--- src/rtl/instrument_uart_tx.sv ---
// instrument_uart_tx: 8N1 serial transmitter for the instrument link.
// Sends a packet SYNC(0x80), BASS, DRUM on TxD; data bytes have MSB
// forced to 0 so the receiver can find the sync byte.
// Build option: define INSTR_TX_CHECKSUM_EN to append a CHK byte
// (bass ^ drum, MSB 0) after DRUM, making the packet four bytes long.
module instrument_uart_tx #(
  parameter int CLK_FREQ = 50000000,
  parameter int BAUD     = 115200
) (
  input  logic       clk,
  input  logic       rst,
  input  logic       send,
  input  logic [7:0] bass,
  input  logic [7:0] drum,
  output logic       busy,
  output logic       TxD
);

  localparam int DIV = CLK_FREQ / BAUD;
  localparam int CW  = (DIV > 1) ? $clog2(DIV) : 1;
  localparam logic [CW-1:0] CNT_MAX = CW'(DIV - 1);
  localparam logic [7:0]    SYNC    = 8'h80;
`ifdef INSTR_TX_CHECKSUM_EN
  localparam logic [1:0]    LAST_IDX = 2'd3;
`else
  localparam logic [1:0]    LAST_IDX = 2'd2;
`endif

  typedef enum logic [1:0] {
    IDLE  = 2'd0,
    START = 2'd1,
    DATA  = 2'd2,
    STOP  = 2'd3
  } state_t;

  state_t          state, state_n;
  logic [CW-1:0]   cnt, cnt_n;
  logic [2:0]      bit_idx, bit_n;
  logic [1:0]      byte_idx, byte_n;
  logic [7:0]      shift, shift_n;
  logic [6:0]      bass_q, drum_q;
  logic            txd_q, txd_n;
  logic            capture;
  logic            wrap;

  // Only the low seven operand bits are ever transmitted.
  logic            unused_msb;
  assign unused_msb = bass[7] ^ drum[7];

  // Packet byte for a given position, built from the captured operands.
  function automatic logic [7:0] frame_byte(input logic [1:0] idx,
                                            input logic [6:0] b,
                                            input logic [6:0] d);
    logic [7:0] r;
    case (idx)
      2'd0:    r = SYNC;
      2'd1:    r = {1'b0, b};
      2'd2:    r = {1'b0, d};
`ifdef INSTR_TX_CHECKSUM_EN
      default: r = {1'b0, b ^ d};
`else
      default: r = SYNC;
`endif
    endcase
    return r;
  endfunction

  assign wrap    = (cnt == CNT_MAX);
  assign capture = (state == IDLE) && send;

  // Next-state, baud/bit/byte counters and next serial bit.
  always_comb begin
    state_n = state;
    cnt_n   = cnt;
    bit_n   = bit_idx;
    byte_n  = byte_idx;
    shift_n = shift;
    unique case (state)
      IDLE: begin
        cnt_n = '0;
        if (send) begin
          shift_n = SYNC;
          byte_n  = 2'd0;
          bit_n   = 3'd0;
          state_n = START;
        end
      end
      START: begin
        if (wrap) begin
          cnt_n   = '0;
          bit_n   = 3'd0;
          state_n = DATA;
        end else begin
          cnt_n = cnt + CW'(1);
        end
      end
      DATA: begin
        if (wrap) begin
          cnt_n   = '0;
          shift_n = {1'b0, shift[7:1]};
          if (bit_idx == 3'd7) begin
            state_n = STOP;
          end else begin
            bit_n = bit_idx + 3'd1;
          end
        end else begin
          cnt_n = cnt + CW'(1);
        end
      end
      STOP: begin
        if (wrap) begin
          cnt_n = '0;
          if (byte_idx == LAST_IDX) begin
            state_n = IDLE;
          end else begin
            byte_n  = byte_idx + 2'd1;
            shift_n = frame_byte(byte_idx + 2'd1, bass_q, drum_q);
            state_n = START;
          end
        end else begin
          cnt_n = cnt + CW'(1);
        end
      end
      default: state_n = IDLE;
    endcase

    unique case (state_n)
      START:   txd_n = 1'b0;
      DATA:    txd_n = shift_n[0];
      default: txd_n = 1'b1;
    endcase
  end

  // State, counters, shift register, output bit and operand capture.
  always_ff @(posedge clk) begin
    if (rst) begin
      state    <= IDLE;
      cnt      <= '0;
      bit_idx  <= 3'd0;
      byte_idx <= 2'd0;
      shift    <= 8'd0;
      txd_q    <= 1'b1;
      bass_q   <= 7'd0;
      drum_q   <= 7'd0;
    end else begin
      state    <= state_n;
      cnt      <= cnt_n;
      bit_idx  <= bit_n;
      byte_idx <= byte_n;
      shift    <= shift_n;
      txd_q    <= txd_n;
      if (capture) begin
        bass_q <= bass[6:0];
        drum_q <= drum[6:0];
      end
    end
  end

  assign TxD  = txd_q;
  assign busy = (state != IDLE);

endmodule

--- config.mk ---
export PLATFORM = sky130hd
export DESIGN_NAME = instrument_uart_tx
export DESIGN_NICKNAME = d
export VERILOG_FILES = /design/src/rtl/instrument_uart_tx.sv
export SDC_FILE = /design/constraint.sdc
export NUM_CORES = 1
export LEC_CHECK = 0
export BUFFER_PORTS_ARGS = -buffer_cell sky130_fd_sc_hd__buf_2
export CAP_MARGIN = 0
export CELL_PAD_IN_SITES_DETAIL_PLACEMENT = 1
export CELL_PAD_IN_SITES_GLOBAL_PLACEMENT = 1
export CORE_UTILIZATION = 46
export DETAILED_ROUTE_END_ITERATION = 8
export HOLD_SLACK_MARGIN = 0.06
export PLACE_DENSITY_LB_ADDON = 0.1
export SLEW_MARGIN = 20
export SYNTH_ARGS = -nofsm -noshare
export SYNTH_HDL_FRONTEND = slang
export SYNTH_SLANG_ARGS = --single-unit
--- constraint.sdc ---
create_clock -name clk -period 2.7 [get_ports clk]
set_input_delay 0.405 -clock clk [delete_from_list [all_inputs] [get_ports clk]]
set_output_delay 0.405 -clock clk [all_outputs]
set_load 0.1 [all_outputs]
-- Word-level counts from Yosys, hierarchy flattened
Index checks and enable logic that the tools add are counted.
- mux-type cells: 25
- reductions and logical operators: 10
- add/subtract/negate cells: 3
- eq/ne operators: 16
- operator list (operator ; count):
    $mux 8 ; 4
    $pmux 8 s3 ; 1
    $pmux 9 s2 ; 1
    $mux 2 ; 8
    $pmux 8 s2 ; 1
    $mux 3 ; 4
    $ne 2x2->1 const B ; 6
    $eq 2x2->1 const B ; 5
    $reduce_and 5->1 ; 2
    $add 9x1->9 const B ; 1
    $eq 9x9->1 const B ; 1
    $mux 9 ; 1
    $pmux 3 s3 ; 1
    $pmux 2 s4 ; 1
    $eq 2x1->1 const B ; 3
    $reduce_bool 3->1 ; 2
    $pmux 2 s2 ; 1
    $reduce_and 4->1 ; 1
    $reduce_bool 2->1 ; 2
    $add 3x1->3 const B ; 1
    $eq 3x3->1 const B ; 1
    $reduce_or 3->1 ; 1
    $add 2x1->2 const B ; 1
    $logic_not 2->1 ; 1
    3 further kinds ; 3
- bits in registers: 39
- input port bits: 19

-- Logic depth before layout (Yosys ltp)
- depth after elaboration: 7
- gate-level depth with buffers: 9
- mapped depth without buffers: 7

-- Worst setup path before layout
OpenSTA, ideal clock, no wires.
- path type: reg2reg
- from: register cnt[0]
- to: register txd_q, in the netlist TxD
- slack: 885 ps
- data arrival time: 1699 ps
- path buffers: 2
- stages on the path, launching flop included: 9
- required time: 2585 ps
- library setup time: 115 ps
- period minus slack after synthesis: 1815 ps
- path through: dfxtp_1 -> ha_1 -> and4_1 -> clkbuf_1 -> and2_4 -> buf_8 -> mux2i_1 -> o2111ai_1 -> a31o_1
- longest elaborated chain between the ends: 5
- elaborated cells on any way between the ends: 11
- those cells by class: eq/ne (3); mux (8)
- ends and longest elaborated chain (what ; RTL line ; source):
    start, declared ; 37 ; logic [CW-1:0] cnt, cnt_n;
    start signal, assigned ; 147 ; cnt <= cnt_n;
    $eq 9x9->1 (*) ; 68 ; assign wrap = (cnt == CNT_MAX);
    $mux 2, on equally long branches ; 111, 89, 98 ;
    $pmux 2 s4 ; 78 ; unique case (state)
    $eq 2x2->1 or $eq 2x1->1 (tied branches) ; 127 ; unique case (state_n)
    $pmux 1 s2 (*) ; 127 ;
    end signal, assigned ; 151 ; txd_q <= txd_n;
    end, declared ; 42 ; logic txd_q, txd_n;
Mark *: on every way between the ends. The rest lies on a longest branch, timed or not. The select of a mux whose other input is x is not followed.
A chain may end at the register's enable or synchronous reset.

-- Final worst setup path
- from: register state[0]
- to: output port busy
- longest elaborated chain between the ends: 1
- ends and longest elaborated chain (what ; RTL line ; source):
    start, declared ; 36 ; state_t state, state_n;
    start signal, assigned ; 146 ; state <= state_n;
    $reduce_bool 2->1 ; 160 ; assign busy = (state != IDLE);
    end, declared ; 15 ; output logic busy,
Every way passes these cells.

==> results.sh <==
export IMPL_crit_chain="nor2_1 -> inv_1 -> buf_2"
export IMPL_finalHoldViolCount=0
export IMPL_dr_pass1_iters=4
export IMPL_num_vias=1567
export IMPL_dpl_hpwl_mm=3.05
export IMPL_nNetsFinal=267
export IMPL_wl_per_cell_um=14.8
export IMPL_cp_arrival_ns=1.71
export IMPL_switchingPower_mw=0.284
export IMPL_num_rows=22
export IMPL_worstMarginPinSlew_ns=0.632
export IMPL_ys_async_sr_fraction=0
export IMPL_ys_top_cells_by_area="dfxtp_1 (42%), nand2_1 (7.1%), nor2_1 (6.5%)"
export IMPL_core_region_area_mm2=0.00377
export IMPL_cts_sinks=39
export IMPL_pwr_share_clk=0.350
export IMPL_grt_max_degree=32
export IMPL_yosysSeqAreaShare=0.419
export IMPL_yosys_area_top_type="dfxtp_1"
export IMPL_peakVddDrop_mv=0.344
export IMPL_ys_ff_latch=39
export IMPL_synth_edf_count=0
export IMPL_worst_setup_path_start_kind="flip-flop"
export IMPL_power_total_mw=1.09
export IMPL_outcome="finished, final reports clean"
export IMPL_setup_viol=0
export IMPL_seq_power_share=0.558
export IMPL_cts_buffers=5
export IMPL_fin_skew_ns=0.00648
export IMPL_synthFlopType="dfxtp_1"
export IMPL_critPathSlowestCell="dfxtp_1"
export IMPL_grt_pass1_vias=1610
export IMPL_ys_warn_count=0
export IMPL_grt_overflow=0
export IMPL_drc=0
export IMPL_critical_path_top_delay_family="flip-flops"
export IMPL_p_int_mw=0.802
export IMPL_antenna_cells=0
export IMPL_p_per_area_mw_per_mm2=532
export IMPL_grt_pass1_wl_mm=7.57
export IMPL_rsz0062_at_grt="false"
export IMPL_postCtsSetupRepairBufs=0
export IMPL_ys_types=39
export IMPL_boundaryPins=21
export IMPL_hold_path_class="input pin to flip-flop"
export IMPL_finalCriticalPeriod_ns=2.12
export IMPL_synth_nets=254
export IMPL_required_ns=2.30
export IMPL_hold_buffers=0
export IMPL_routed_wl_mm=4.27
export IMPL_syn_to_final_growth_pct=9.54
export IMPL_slew_viol_final=0
export IMPL_ant_nets=0
export IMPL_post_route_period_util=0.784
export IMPL_synth_top_cell_area_share=0.419
export IMPL_die_area_mm2=0.00431
export IMPL_tns_ns=0
export IMPL_fillerInstances=473
export IMPL_fmax_ghz=0.472
export IMPL_port_buffers=18
export IMPL_clk_pin_slew_ns=0.08
export IMPL_cts_resized_gates=0
export IMPL_die_h_um=65.6
export IMPL_cap_viol_max_count=0
export IMPL_cts_tree="yes"
export IMPL_htreeDepth=2
export IMPL_gp_congestion=0.787
export IMPL_dieWidth_um=65.6
export IMPL_antenna_found_initial=0
export IMPL_synth_common_cells="dfxtp_1 (39), nand2_1 (35), nor2_1 (32)"
export IMPL_grt_use_total=0.236
export IMPL_slew_limit_headroom=0.578
export IMPL_initial_utilization=0.494
export IMPL_swShare=0.261
export IMPL_cts_root_buffer="clkbuf_8"
export IMPL_drive_above_1_share=0.137
export IMPL_syn_inst=227
export IMPL_path_buf_inv=2
export IMPL_syn_cell_area_mm2=0.00186
export IMPL_path_max_fanout=20
export IMPL_worst_setup_path_type="flip-flop to primary output"
export IMPL_post_place_ws_ns=0.789
export IMPL_avgSynthCellArea_um2=8.20
export IMPL_cts_buffer_depth=2
export IMPL_synth_most_common_cell="dfxtp_1"
export IMPL_p_leak_nw=0.749
export IMPL_fin_ws_ns=0.584
export IMPL_critPathCaptureType="primary output"
export IMPL_via_per_inst=5.42
export IMPL_drtIter0Drc=48
export IMPL_place_area_mm2=0.00196
export IMPL_final_cell_area_mm2=0.00204
export IMPL_cpPeakStageDelay_ns=0.73
export IMPL_clk_insertion_delay_late_ns=0.29
export IMPL_p_comb_frac=0.092
-- per-stage QoR --
step | utilization | hold slack (ns) | cells
floorplan | - | 0.436 | 227
global placement | 0.519 | 0.444 | 281
detailed placement | 0.519 | 0.455 | 281
CTS | 0.541 | 0.337 | 289
global route | 0.541 | 0.341 | 289
finish | 0.541 | 0.350 | 289
-- layer usage --
layer | track usage | vias up | share of wire
li1 | - | 800 | -
met1 | 0.296 | 733 | 0.49
met2 | 0.380 | 25 | 0.45
met3 | 0.0573 | 9 | 0.030
met4 | 0.101 | 0 | 0.021
met5 | 0 | - | 0
-- cells by family (layout without fill, tap and decap cells) --
kind of cell	Yosys count	in the layout	synth area share
compound gates	54	54	0.196
xor+xnor	8	8	0.0376
simple gates	87	87	0.212
mux	3	3	0.0168
flops	39	39	0.419
fa+ha+maj	8	8	0.0538
buf+inv	28	42	0.0645
-- cells in the final DEF, fill, tap and decap left out, drive strengths merged, types with 3 or more instances in the layout --
| cell type | n |
|---|---|
| nor2 | 32 |
| a22oi | 12 |
| clkbuf | 5 |
| a31oi | 3 |
| xor2 | 3 |
| xnor2 | 5 |
| o22ai | 7 |
| nand2 | 35 |
| a21oi | 18 |
| dfxtp | 39 |
| buf | 19 |
| clkinv | 3 |
| ha | 8 |
| inv | 15 |
| nand3 | 6 |
| nor2b | 3 |
-- final cells by class --
| class | count | area (um2) | area share |
|---|---|---|---|
| multi-input combinational | 160 | 961 | 0.471 |
| timing repair buffer | 19 | 97.6 | 0.0479 |
| inverter | 15 | 56.3 | 0.0276 |
| tap | 48 | 60.1 | 0.0294 |
| clock buffer | 5 | 68.8 | 0.0337 |
| clock inverter | 3 | 15.0 | 0.00736 |
| sequential | 39 | 781 | 0.383 |
-- flip-flops by register name (all words and copies together), names as in the netlist --
register	flops
cnt	9
shift	8
bass_q	7
drum_q	7
bit_idx	3
byte_idx	2
state	2
TxD	1
-- worst min-delay path, delay by kind of cell --
family	cells	cell delay, ns
simple gates	1	0.05
buf+inv	1	0.09
compound gates	1	0.05
-- power groups by stage --
stage,Combinational (mW),Sequential [mW],Clock [mW]
floorplan,0.0679,0.620,0
global placement,0.0959,0.618,0
detailed placement,0.0994,0.619,0
CTS,0.100,0.605,0.394
global route,0.111,0.608,0.417
finish,0.0998,0.606,0.380
-- final timing paths --
path | startpoint | endpoint | depth (start not counted) | slack [ns]
setup / recovery | state[0] | busy | 3 | 0.58
hold / removal | bass[6] | bass_q[6] | 3 | 0.35
setup reg to reg | cnt[0] | TxD | 6 | 0.74
hold reg to reg | drum_q[4] | drum_q[4] | 2 | 0.46
(Power assumes the default switching activity.)
